<file path="config.mk">
export PLATFORM = sky130hd
export DESIGN_NAME = ifetch
export DESIGN_NICKNAME = d
export VERILOG_FILES = /design/src/rtl/ifetch_pkg.sv /design/src/rtl/fetch_fifo2.sv /design/src/rtl/ifetch.sv
export SDC_FILE = /design/constraint.sdc
export NUM_CORES = 1
export LEC_CHECK = 0
export ABC_AREA = 0
export CAP_MARGIN = 10
export CORE_UTILIZATION = 45
export CTS_CLUSTER_DIAMETER = 50
export DETAILED_ROUTE_END_ITERATION = 10
export GPL_TIMING_DRIVEN = 0
export HOLD_SLACK_MARGIN = 0.08
export MAX_ROUTING_LAYER = met4
export PLACE_DENSITY = 0.77
export SYNTH_ARGS = -nofsm -noshare
export SYNTH_HDL_FRONTEND = slang
export SYNTH_SLANG_ARGS = --single-unit
</file>
<file path="constraint.sdc">
create_clock -name clk_i -period 6.15 [get_ports clk_i]
set_input_delay 1.23 -clock clk_i [delete_from_list [all_inputs] [get_ports clk_i]]
set_output_delay 1.23 -clock clk_i [all_outputs]
set_load 0.1 [all_outputs]
</file>
<file path="src/rtl/ifetch_pkg.sv">
// Shared types and constants for the instruction fetch unit and its fetch buffer.
package ifetch_pkg;

  localparam int XLEN        = 32;
  localparam int INSTR_BYTES = 4;

  typedef struct packed {
    logic [XLEN-1:0] pc;
    logic [XLEN-1:0] instr;
  } fetch_entry_t;

  typedef enum logic {
    RUN  = 1'b0,
    TRAP = 1'b1
  } fetch_state_t;

  function automatic logic is_aligned(input logic [XLEN-1:0] addr);
    return addr[1:0] == 2'b00;
  endfunction

endpackage

</file>
<file path="src/rtl/fetch_fifo2.sv">
// Two-entry buffer of fetched {pc, instr} pairs; flush discards everything,
// push and pop may coincide when full. Head reads as zero when empty.
module fetch_fifo2
  import ifetch_pkg::*;
(
  input  logic         clk_i,
  input  logic         rst_i,
  input  logic         push,
  input  logic         pop,
  input  logic         flush,
  input  fetch_entry_t push_data,
  output logic [1:0]   count,
  output fetch_entry_t head
);

  fetch_entry_t mem [2];
  logic         rd_ptr;
  logic         wr_ptr;
  logic [1:0]   count_q;

  // NOTE: sequential state is always updated with <= so every register
  // samples pre-edge values, independent of block ordering in simulation.
  always_ff @(posedge clk_i) begin
    if (rst_i || flush) begin
      rd_ptr  <= 1'b0;
      wr_ptr  <= 1'b0;
      count_q <= 2'd0;
    end else begin
      if (push) wr_ptr <= ~wr_ptr;
      if (pop)  rd_ptr <= ~rd_ptr;
      count_q <= count_q + {1'b0, push} - {1'b0, pop};
    end
  end

  // NOTE: the storage array has no reset; validity is tracked by count_q,
  // so clearing the payload would only cost reset fan-out.
  always_ff @(posedge clk_i) begin
    if (push && !flush) mem[wr_ptr] <= push_data;
  end

  // NOTE: head gets a default before any branch so no latch is inferred.
  always_comb begin
    head = '0;
    if (count_q != 2'd0) head = mem[rd_ptr];
  end

  assign count = count_q;

endmodule

</file>
<file path="src/rtl/ifetch.sv">
// Instruction fetch: sequential PC, combinational imem, 2-entry output buffer.
// Build option IFETCH_MISALIGN_TRAP_EN adds a misaligned-redirect trap state.
module ifetch
  import ifetch_pkg::*;
#(
  parameter logic [XLEN-1:0] RESET_PC   = 32'h0000_0000,
  parameter int              FIFO_DEPTH = 2
) (
  input  logic            clk_i,
  input  logic            rst_i,
  input  logic            redirect_valid_i,
  input  logic [XLEN-1:0] redirect_pc_i,
  output logic [XLEN-1:0] imem_addr_o,
  input  logic [XLEN-1:0] imem_instr_i,
  output logic            out_valid_o,
  input  logic            out_ready_i,
  output logic [XLEN-1:0] out_pc_o,
  output logic [XLEN-1:0] out_instr_o
`ifdef IFETCH_MISALIGN_TRAP_EN
  ,
  output logic            misalign_o
`endif
);

  localparam logic [1:0]      FULL_COUNT = 2'(FIFO_DEPTH);
  localparam logic [XLEN-1:0] PC_STEP    = XLEN'(INSTR_BYTES);

  logic [XLEN-1:0] fetch_pc;
  fetch_state_t    state;
  logic [1:0]      count;
  fetch_entry_t    head;
  fetch_entry_t    push_data;
  logic            running;
  logic            push;
  logic            pop;
  logic [XLEN-1:0] redirect_target;

`ifdef IFETCH_MISALIGN_TRAP_EN
  assign redirect_target = redirect_pc_i;
`else
  // Without the trap, low address bits of a redirect are simply dropped.
  assign redirect_target = redirect_pc_i & ~XLEN'(INSTR_BYTES - 1);
`endif

  assign running   = (state == RUN);
  assign pop       = out_valid_o & out_ready_i;
  assign push      = running & ((count < FULL_COUNT) | pop) & ~redirect_valid_i;
  assign push_data = '{pc: fetch_pc, instr: imem_instr_i};

  always_ff @(posedge clk_i) begin
    if (rst_i) begin
      fetch_pc   <= RESET_PC;
      state      <= RUN;
`ifdef IFETCH_MISALIGN_TRAP_EN
      misalign_o <= 1'b0;
`endif
    end else if (redirect_valid_i) begin
      fetch_pc <= redirect_target;
`ifdef IFETCH_MISALIGN_TRAP_EN
      if (is_aligned(redirect_pc_i)) begin
        state      <= RUN;
        misalign_o <= 1'b0;
      end else begin
        state      <= TRAP;
        misalign_o <= 1'b1;
      end
`endif
    end else if (push) begin
      fetch_pc <= fetch_pc + PC_STEP;
    end
  end

  // A redirect flushes the buffer, so a pop in the same cycle is simply lost.
  fetch_fifo2 u_fifo (
    .clk_i     (clk_i),
    .rst_i     (rst_i),
    .push      (push),
    .pop       (pop),
    .flush     (redirect_valid_i),
    .push_data (push_data),
    .count     (count),
    .head      (head)
  );

  assign imem_addr_o = fetch_pc;
  assign out_valid_o = running & (count != 2'd0);
  assign out_pc_o    = head.pc;
  assign out_instr_o = head.instr;

endmodule

</file>
==> summary.md, run 1 <==
The number of port buffers came out at 157. The tools report the number of fill cells as 1125. The hold path depth works out to 0.

The vias after detailed routing is 4976. Among all flip-flop cells after synthesis, the most frequent one is edfxtp_1. Final max-slew violation count: 0. The post-route minimum period is 4.55 ns.

The origin of the worst min-delay path is imem_addr_o[29]. The net count of the finished layout is 777. The worst path required time came out at 4.92 ns. The average wire per standard cell works out to 17.8 microns.

The DRC violation total after the first TritonRoute iteration is 361, and the average vias per placed instance is 5.51. The share of the clock period used by the worst path after layout works out to 0.739. The final clock skew came out at 0.00546 ns.

Ranked by total cell area, the synthesized netlist is headed by edfxtp_1 55%, dfxtp_1 10%, mux2i_1 9.2%, nor2_1 5.3%, a311oi_1 2.1%. The logs give 0 for the count of antenna-violating nets left after detailed routing and 0 for the number of resized instances in the post-cts repair step. The classification of the worst-slack hold path was reg2reg.

The logs give 0.658 for the sequential-to-total area share from yosys stat and 4725 for the via count of the first global-routing pass. STA classifies the critical path endpoint as an output port. The area added between synthesis and finish is 37.8%. For the routing usage on met3, the log shows 0.0467. The run gives 17 as the number of buffers added by the clock tree synthesis step. After clock tree synthesis, the clock-pin slew on the worst setup and hold paths is 0.06 ns. The slew at the pin with the worst max-slew slack is 1.10 ns. The number of antenna violations at the first check in global routing is 0. The run gives 0.0154 sq mm as the floorplan die area. Across the run, the number of max-cap violations was 0. Library cell with the largest summed area after synthesis: edfxtp_1. The die span in y was 124 microns.

The number of enable flip-flop cells after synthesis came out at 124. Synthesis instantiated 50 different standard cells from the library. The initialized floorplan defines 44 standard-cell rows. Entering global routing, the biggest net connects 63 pins. The endpoint identified for the worst register-to-register timing path is u_fifo.count[1]. TritonCTS built the clock tree. The clock network latency to the later pin of the worst-skew pair was 0.41 ns. Counting cells, the worst reg-to-reg path comes to 9. The run gives 0 ns as the total negative setup slack. The logs give 11300 microns for the detailed-placement wirelength estimate and 165 for the I/O pin count.

The count of final hold-check violations is 0. The worst setup path is of the reg2out kind. The layout cell share with drive strength beyond 1 was 0.0765. The logs give 0.262 for the met1 capacity usage during global routing and 0 for the overflow left after global routing.

The number of buffers on the longest clock path was 2; the area of the core was 0.0145 sq mm. The maximum fanout count along the critical path works out to 10. The clock drives 159 sinks. The H-tree was split into 4 levels. Routability-driven placement finished with a final weighted congestion of 0.848.

Setup violations remaining at the end of the flow were counted as 0. The tools report the largest voltage drop on the vdd net as 0.196 mV. STA classifies the critical path startpoint as a register.

Most repeated cell in the gate-level netlist after synthesis: edfxtp_1. The area share of the largest cell type after synthesis was 0.554. The power per unit of standard cell area came out at 330 mW/mm^2. Capture endpoint of the worst hold path: u_fifo.mem[1][61]. Counting instances in the post-synthesis netlist gives the leading cell types as 124 x edfxtp_1, 95 x nor2_1, 62 x mux2i_1, 35 x dfxtp_1, 22 x clkbuf_1. The layer with the highest usage after global routing is met2. For this run, design rule violations remaining after detail routing come to 0. The global routing usage summed across all routing layers was 0.218; the flop-to-flop setup slack was 3.49 ns. The first global-routing pass estimated 24300 microns of wire. The flow ran to the end, and the final reports show no timing, DRC or antenna violations.

The worst register-to-register path begins at u_fifo.count[1]. The tools report the number of optimization iterations in the first detailed-route pass as 5. The mean instance size in the synthesized netlist was 12.8 sq um; the hold buffer count at cts was 0. In this run the static leakage power is 0.00305 uW. For this run, the top clock speed supported by timing is 0.220 GHz. For the placed cell area, the log shows 0.00861 sq mm. The starting utilization of the core area is 0.462, and the overall power is 3050 uW. Data arrives at the worst endpoint at 3.32 ns. Setup repair after global routing left no endpoint under its margin.

The met2 usage is 0.352. The width of the chip was 124 microns. The buffer cell driving the clock tree root was clkbuf_16.

For the post-route cell area, the log shows 0.00926 sq mm. The number of diodes was 0. The run gives 0 as the synthesis warning total. The normalized max-slew margin was 0.263; the post-synthesis async set-or-reset flop share was 0.

Synthesis produced a netlist whose cell count is 523. The mapped netlist covers 0.00672 sq mm. The number of setup buffers added after CTS is 0.

The routed wire length came out at 16100 microns. In this run, synthesis produced a sequential element count of 159.
==> metal layers <==
| layer | wire length, microns | part of all wire |
|---|---|---|
| met5 | 0 | 0 |
| met4 | 444 | 0.028 |
| met3 | 1150 | 0.072 |
| met2 | 7960 | 0.49 |
| met1 | 6560 | 0.41 |
==> stage by stage <==
stage	hold WS (ns)	std cells	util	setup WS, ns
4_1_cts	0.542	903	0.637	1.53
3_5_place_dp	0.529	871	0.592	1.98
3_3_place_gp	0.516	867	0.587	-0.488
2_1_floorplan	0.520	526	-	1.61
5_1_grt	0.552	903	0.637	1.43
6_report	0.541	903	0.637	1.60
==> kinds of logic after synthesis <==
group / share of synthesized area
compound gates: 0.0618
simple gates: 0.134
other cells: 0.000558
fa+ha+maj: 0.00559
buf+inv: 0.0317
flops: 0.658
mux: 0.0924
xor+xnor: 0.0156
==> cell usage in the layout (no fill, tap or decap), types with 10 or more instances in the layout <==
cell type and n:
nor3_1 10, mux2i_1 62, clkdlybuf4s50_1 157, edfxtp_1 124, dfxtp_1 35, nand4_1 11
clkbuf_16 17, nand2_1 14, clkbuf_1 25, nand3_1 12, a311oi_1 16, nor2_1 95
==> worst max path at each step <==
stage / endpoint / slack [ns] / start
after global routing: out_pc_o[18] / 1.43 / register
after global placement: u_fifo.mem[0][12] / -0.49 / redirect_valid_i
after detailed placement: out_instr_o[30] / 1.98 / register
after CTS: out_instr_o[30] / 1.53 / register
after floorplan: u_fifo.mem[0][0] / 1.61 / redirect_valid_i
final: out_instr_o[30] / 1.60 / register
==> flip-flops by register name, indices dropped and copies added (netlist names), named ones only <==
name	count
u_fifo.rd_ptr	1
imem_addr_o	30
u_fifo.count	2
u_fifo.wr_ptr	1
u_fifo.mem	124
==> layout make-up <==
| class | count | area, sq um | share of cell area |
|---|---|---|---|
| clock buffers | 22 | 464 | 0.0501 |
| well taps | 184 | 230 | 0.0249 |
| clock inverters | 10 | 185 | 0.0200 |
| multi-input cells | 321 | 2110 | 0.228 |
| plain buffers | 36 | 175 | 0.0189 |
| flip-flops and latches | 159 | 4420 | 0.478 |
| inverters | 10 | 37.5 | 0.00405 |
| repair buffers | 161 | 1630 | 0.176 |
==> worst max-delay path, stage by stage (launching register included) <==
cell and delay, ns:
dfxtp_1 0.31, clkbuf_1 0.48, buf_1 0.63, mux2i_1 0.20
nor2_1 0.14, clkdlybuf4s50_1 1.14
==> where the power goes <==
part / total (uW) / leakage, uW / switching, uW / internal, uW
logic: 640 / 0.00126 / 473 / 168
clock network: 1150 / 0.000314 / 404 / 742
registers: 1270 / 0.00147 / 39.8 / 1230
total: 3050 / 0.00305 / 917 / 2140
Power figures use the tool's default switching activity.
==> run 2: changes to the inputs <==
--- a/config.mk
+++ b/config.mk
@@ -7,13 +7,13 @@
 export LEC_CHECK = 0
 export ABC_AREA = 0
 export CAP_MARGIN = 10
-export CORE_UTILIZATION = 45
+export CORE_UTILIZATION = 49
 export CTS_CLUSTER_DIAMETER = 50
 export DETAILED_ROUTE_END_ITERATION = 10
 export GPL_TIMING_DRIVEN = 0
 export HOLD_SLACK_MARGIN = 0.08
 export MAX_ROUTING_LAYER = met4
-export PLACE_DENSITY = 0.77
+export PLACE_DENSITY = 0.79
 export SYNTH_ARGS = -nofsm -noshare
 export SYNTH_HDL_FRONTEND = slang
 export SYNTH_SLANG_ARGS = --single-unit
==> constraint.sdc (replaced) <==
create_clock -name clk_i -period 4.53 [get_ports clk_i]
set_input_delay 0.906 -clock clk_i [delete_from_list [all_inputs] [get_ports clk_i]]
set_output_delay 0.906 -clock clk_i [all_outputs]
set_load 0.1 [all_outputs]
==> run 2 against run 1 <==
  * Die area shrank 8.0%
  * Clock power up 22%
  * Sequential cell count did not move
  * Non-clock buffer count is 1 lower
  * Total power rose by 31%
  * First-iteration DRC count rose by 3.9%
==> summary.md, run 2 (synthesized netlist as in run 1, its figures left out) <==
The run finished with clean final reports. The power per unit of standard cell area is 434 mW/mm^2, and the final-layout worst hold slack is 0.535 ns. The worst register-to-register path ends at u_fifo.count[1]. In this run, the number of DRC markers left after iteration 0 of detailed routing was 375. The final max-slew violation count is 0. The number of placed instances, taps included, is 862. Once routing completed, OpenROAD measured the worst setup slack at 0.317 ns.

The wire-length estimate of the detail-placed layout is 10800 microns. The number of max-cap violations was 0; the via count of the first global-routing pass was 4936. The final cell count without fillers was 894. The average wire per standard cell came out at 17.6 microns.

The run gives 25200 microns as the first-pass GRT wire length. Power comes to 3990 uW. The post-route minimum period works out to 4.21 ns. Fill cells in the final layout number 944. The number of port buffers works out to 157. Number of diodes: 0. Counting the buffers created by CTS gives 17.

In this run the core area contains 42 standard-cell rows. For the worst setup path, the data arrival time is 3.31 ns. The worst path required time was 3.62 ns; the number of antenna violations at the first check in global routing was 0. The pre-antenna-repair detailed-routing pass consisted of 5 iterations. The analysis attributes to cell leakage a power of 0.00302 uW. More flip-flops sit in one register than any other, and that register is u_fifo.mem. Setup repair after global routing left no endpoint under its margin.

The tools report the post-placement worst setup slack as 0.731 ns. The depth of the worst register-to-register path is 9. Across the VDD grid, the largest voltage drop is 0.259 mV. The tools report the vias after detailed routing as 4981.

Leaving out fill and tap cells, the most frequent cell in the layout is clkdlybuf4s50_1. TritonCTS built the clock tree. At the pin with the least slew margin, the transition time is 1.04 ns. The startpoint identified for the worst register-to-register timing path is u_fifo.count[1].

Post-CTS repair changed the size of 0 cells. The count of antenna-violating nets left after detailed routing is 0, and the clock transition at the registers of the reported paths is 0.06 ns. The number of setup buffers added after CTS was 0. The total negative setup slack is 0 ns. The I/O pin count is 165, and the maximum fanout count along the critical path is 10. The routability congestion estimate was 0.881; the share of the clock period used by the worst path after layout was 0.930. The die span in y was 119 microns; the deepest level of the CTS H-tree was 4.

The total DRC errors in the routed layout is 0, and the flop-to-flop setup slack is 1.86 ns. For the count of endpoints failing setup in the final report, the log shows 0. The worst setup path is captured at an output port.

Width of the chip: 119 microns. The classification of the worst-slack hold path is reg2reg. The tools report the clock network latency to the later pin of the worst-skew pair as 0.42 ns. The net count of the finished layout is 776. The number of flip-flops under the largest register name came out at 124. Endpoint of the most critical setup path: out_pc_o[2].

The count of final hold-check violations was 0. The clock sink total came out at 159. Category of the most critical setup path: reg2out. Layout cell share with drive strength beyond 1: 0.0780. Average vias per placed instance: 5.57. The tools report the area of the core as 0.0133 sq mm.

Clock tree synthesis selected as its root buffer the cell clkbuf_16. Global routing usage summed across all routing layers: 0.239. Relative to the synthesized area, the layout overhead comes to 37.0%. Entering global routing, the biggest net connects 63 pins. The normalized max-slew margin is 0.305, and the starting utilization of the core area is 0.505. The tools report the critical path launch point type as a register. Wires add up to 15800 microns. The overflow left after global routing came out at 0. For the maximum achievable frequency, the log shows 0.237 GHz. The number of buffers on the longest clock path came out at 2.

The logs give 0.0142 sq mm for the floorplan die area and 0.00916 ns for the final clock skew. In the layout the commonest cells are 157 x clkdlybuf4s50_1, 124 x edfxtp_1, 95 x nor2_1, 62 x mux2i_1, 35 x dfxtp_1. Hold buffer count at cts: 0.
==> run 2: changes by cell type in the layout (fill, tap and decap cells not counted) <==
| cell | delta |
|---|---|
| clkinvlp_4 | +2 |
| bufinv_16 | -3 |
| buf_16 | +3 |
| buf_8 | -4 |
| clkbuf_1 | -3 |
| clkinv_4 | +2 |
| inv_6 | +4 |
| clkbuf_8 | -2 |
| clkinv_2 | -1 |
| clkinv_1 | +1 |
==> run 2: per-layer routing <==
layer / share of wire / wire length [microns] / GRT usage
met1: 0.40 / 6330 / 0.286
met2: 0.50 / 7920 / 0.388
met3: 0.077 / 1220 / 0.0580
met4: 0.018 / 291 / 0.0989
met5: 0 / 0 / -
==> run 2: cell type report <==
cell class / count / area (sq um) / share of cell area
plain buffers: 36 / 175 / 0.0190
clock buffers: 17 / 425 / 0.0462
clock inverters: 15 / 161 / 0.0175
inverters: 10 / 37.5 / 0.00408
multi-input cells: 321 / 2110 / 0.229
flip-flops and latches: 159 / 4420 / 0.480
well taps: 176 / 220 / 0.0239
repair buffers: 160 / 1650 / 0.180
==> run 2: worst min-delay path by stage <==
stage	start	end	cells past startpoint
after floorplan	u_fifo.rd_ptr	register	2
after global placement	imem_addr_o[31]	u_fifo.mem[0][63]	0
after detailed placement	imem_addr_o[29]	u_fifo.mem[0][61]	0
after CTS	imem_addr_o[27]	u_fifo.mem[1][59]	0
after global routing	imem_addr_o[27]	u_fifo.mem[1][59]	0
final	imem_addr_o[27]	u_fifo.mem[1][59]	0
==> run 2: stage by stage <==
step	util	area (sq um)
global route	0.693	9210
detailed placement	0.648	8620
finish	0.693	9210
floorplan	-	6740
global placement	0.641	8530
CTS	0.693	9210
==> run 2: report_power, final <==
part / leakage (uW) / switching (uW) / total, uW / internal (uW)
Sequential: 0.00147 / 54.0 / 1720 / 1670
Clock: 0.000278 / 582 / 1400 / 818
Combinational: 0.00127 / 642 / 874 / 232
==> run 2: critical path, stage by stage (launching register included) <==
cell and delay [ns]:
dfxtp_1 0.31, clkbuf_1 0.46, clkbuf_1 0.64, mux2i_1 0.20
nor2_1 0.12, clkdlybuf4s50_1 1.14
==> run 3: changes to the inputs <==
--- a/config.mk
+++ b/config.mk
@@ -10,10 +10,10 @@
 export CORE_UTILIZATION = 49
 export CTS_CLUSTER_DIAMETER = 50
 export DETAILED_ROUTE_END_ITERATION = 10
-export GPL_TIMING_DRIVEN = 0
 export HOLD_SLACK_MARGIN = 0.08
 export MAX_ROUTING_LAYER = met4
-export PLACE_DENSITY = 0.79
+export PLACE_DENSITY = 0.8
+export SLEW_MARGIN = 10
 export SYNTH_ARGS = -nofsm -noshare
 export SYNTH_HDL_FRONTEND = slang
 export SYNTH_SLANG_ARGS = --single-unit
==> run 3 against run 2 <==
  * Wire length fell by 6.5%
  * Critical path depth down 1
  * Sequential cell count did not move
  * Utilization down 1.1 points
  * Die area unchanged
  * Sequential share of layout area grew 0.81 points
  * Non-clock buffer count shrank 30
  * Clock skew shrank 0.0017 ns
  * Total power is 0.20% higher
==> summary.md, run 3 (synthesized netlist as in run 1, its figures left out) <==
The longest clock path from root to sink contains 2 buffers. The tools report the area of the core as 0.0133 sq mm. The run gives 0.334 mV as the largest voltage drop on the vdd net. The share of the clock period used by the worst path after layout was 0.816. Counting cells, the worst reg-to-reg path comes to 4. Leaving out filler cells and counting taps, the final layout contains 864. Across the run, the number of max-cap violations was 0. Pin placement for this block handled 165 I/O pins. Clock latency on the worst-skew pair, taken at its later pin, is 0.41 ns. The hold path depth came out at 0. The vias after detailed routing was 4759.

In this run the worst path has a maximum fanout of 43. The tools report the critical path launch point type as a register. The total DRC errors in the routed layout is 0, and the final clock skew is 0.00747 ns. The endpoint identified for the worst register-to-register timing path is imem_addr_o[23]. Counting the buffers created by CTS gives 17. The critical path crosses 4 cells after its start point.

The layout cell share with drive strength beyond 1 is 0.0843. Setup repair after global routing left no endpoint under its margin. The root buffer cell chosen for the clock tree is clkbuf_16. The tools report the pin count of the biggest net entering global routing as 54.

The power per unit of standard cell area was 442 mW/mm^2; the count of endpoints failing setup in the final report was 0. Dividing the detail-routed wire length by the instance count gives 17.0 microns. The worst hold path belongs to the class reg2reg.

In this run, the number of DRC markers left after iteration 0 of detailed routing was 274. The routed design has 14700 microns of wire. The number of diodes came out at 0.

The net count of the finished layout is 746. Grouping stages by cell kind, the critical path spends the most delay in buffers and inverters. The tools report the overall power as 4000 uW.

The worst path required time was 3.62 ns; the leakage component of the power was 0.00297 uW. The worst hold path begins at imem_addr_o[14]. Layer with the highest usage after global routing: met2. In this run the post-CTS setup repair buffer count came out at 0. The starting utilization of the core area is 0.505, and the floorplan die area is 0.0142 sq mm. At the worst endpoint, the arrival time is 2.79 ns. The logs give 0.0426 for the routing usage on met3 and 0 ns for the total negative setup slack.

The area growth from synthesis to layout is 34.9%. The register with the most flip-flops in the layout has 124 of them. The capture endpoint of the worst hold path is u_fifo.mem[1][46].

For this run, the top clock speed supported by timing is 0.270 GHz. The flop-to-flop setup slack came out at 2.16 ns. For this run, the slowest stage of the critical path takes 1.17 ns.

The cell row count was 42; the detailed-placement wirelength estimate was 9740 microns. Critical path capture point type: an output port. Category of the most critical setup path: reg2out. The met1 capacity usage during global routing was 0.269; the cell count after placement was 832. The final max-slew violation count came out at 0. For the first-pass GRT wire length, the log shows 23300 microns. Via count of the first global-routing pass: 4694. The slowest cell on the critical path was clkdlybuf4s50_1. For the number of antenna violations at the first check in global routing, the log shows 0. Summed over all layers, the global routing overflow is 0. The clock transition at the registers of the reported paths is 0.06 ns, and the deepest level of the CTS H-tree is 4. The logs give 0.221 for the global routing usage summed across all routing layers and 0.804 for the routability congestion estimate. The width of the chip works out to 119 microns. For the normalized max-slew margin, the log shows 0.328.

The top cell types in the final layout, fill and taps aside, are 155 x clkdlybuf4s50_1, 124 x edfxtp_1, 94 x nor2_1, 62 x mux2i_1, 34 x dfxtp_1. On the final layout, the worst hold slack is 0.533 ns. The run finished with clean final reports. The clock drives 159 sinks.

The worst register-to-register path begins at imem_addr_o[10]. The number of buffers and inverters on the critical path is 2. At the pin with the least slew margin, the transition time is 1.00 ns. The post-route minimum period was 3.70 ns; the met2 usage was 0.362. Counting flops per register, the top entry is u_fifo.mem. Walking the worst path, the cells encountered are buf_12, mux2i_1, nor2_1, clkdlybuf4s50_1.

TritonCTS built the clock tree. Number of resized instances in the post-cts repair step: 0. The hold buffer count at cts was 0; the number of optimization iterations in the first detailed-route pass was 5. The tools report the count of antenna-violating nets left after detailed routing as 0. The die is 119 microns tall. The tools report the count of final hold-check violations as 0.

Using the TritonRoute via totals, the vias-per-cell ratio works out to 5.51. Leaving out fill and tap cells, the most frequent cell in the layout is clkdlybuf4s50_1. The number of port buffers works out to 158.
## run 3: cell count changes in the layout (fill, tap and decap cells not counted), moves of 3 or more
cell      delta
buf_1        -5
buf_16       -3
buf_4        +5
clkbuf_1    -21
clkinv_4     -3
## run 3: power by group
| part | leakage, uW | switching, uW | total, uW | internal (uW) |
|---|---|---|---|---|
| clock network | 0.000286 | 551 | 1430 | 882 |
| logic | 0.00121 | 629 | 847 | 218 |
| registers | 0.00147 | 56.4 | 1720 | 1670 |
| total | 0.00297 | 1240 | 4000 | 2770 |
## run 3: worst max path at each step
stage                                 from          endpoint  slack (ns)
final                             register      out_pc_o[12]        0.83
after floorplan           redirect_valid_i  u_fifo.mem[0][0]        0.31
after global routing              register      out_pc_o[19]        0.71
after detailed placement       out_ready_i   imem_addr_o[24]        1.17
after CTS                         register       out_pc_o[2]        0.81
after global placement         out_ready_i   imem_addr_o[22]        1.28
## run 3: cell type report
| cell class | count | area (sq um) |
|---|---|---|
| Clock buffer | 19 | 443 |
| Clock inverter | 13 | 161 |
| Fill cell | 942 | 4230 |
| Inverter | 10 | 37.5 |
| Multi-Input combinational cell | 321 | 2110 |
| Sequential cell | 159 | 4430 |
| Tap cell | 176 | 220 |
| Timing Repair Buffer | 166 | 1660 |
## run 3: routing by layer
layer	wire [microns]	part of all wire
met4	329	0.022
met5	0	0
met1	6240	0.42
met3	816	0.055
met2	7350	0.50
## run 3: metrics by stage
stage               worst slack [ns]  cell area (sq um)  utilization
finish                         0.832               9060        0.682
global route                   0.709               9060        0.682
CTS                            0.810               9060        0.682
detailed placement              1.17               8460        0.636
global placement                1.28               8460        0.636
floorplan                      0.313               6740            -
## run 3: worst reg2reg max path, delay by kind of cell, from the launching register on
family | cells | cell delay, ns
and+or+nand+nor | 3 | 1.51
DFF | 1 | 0.53
AOI/OAI and AO/OA | 1 | 0.24
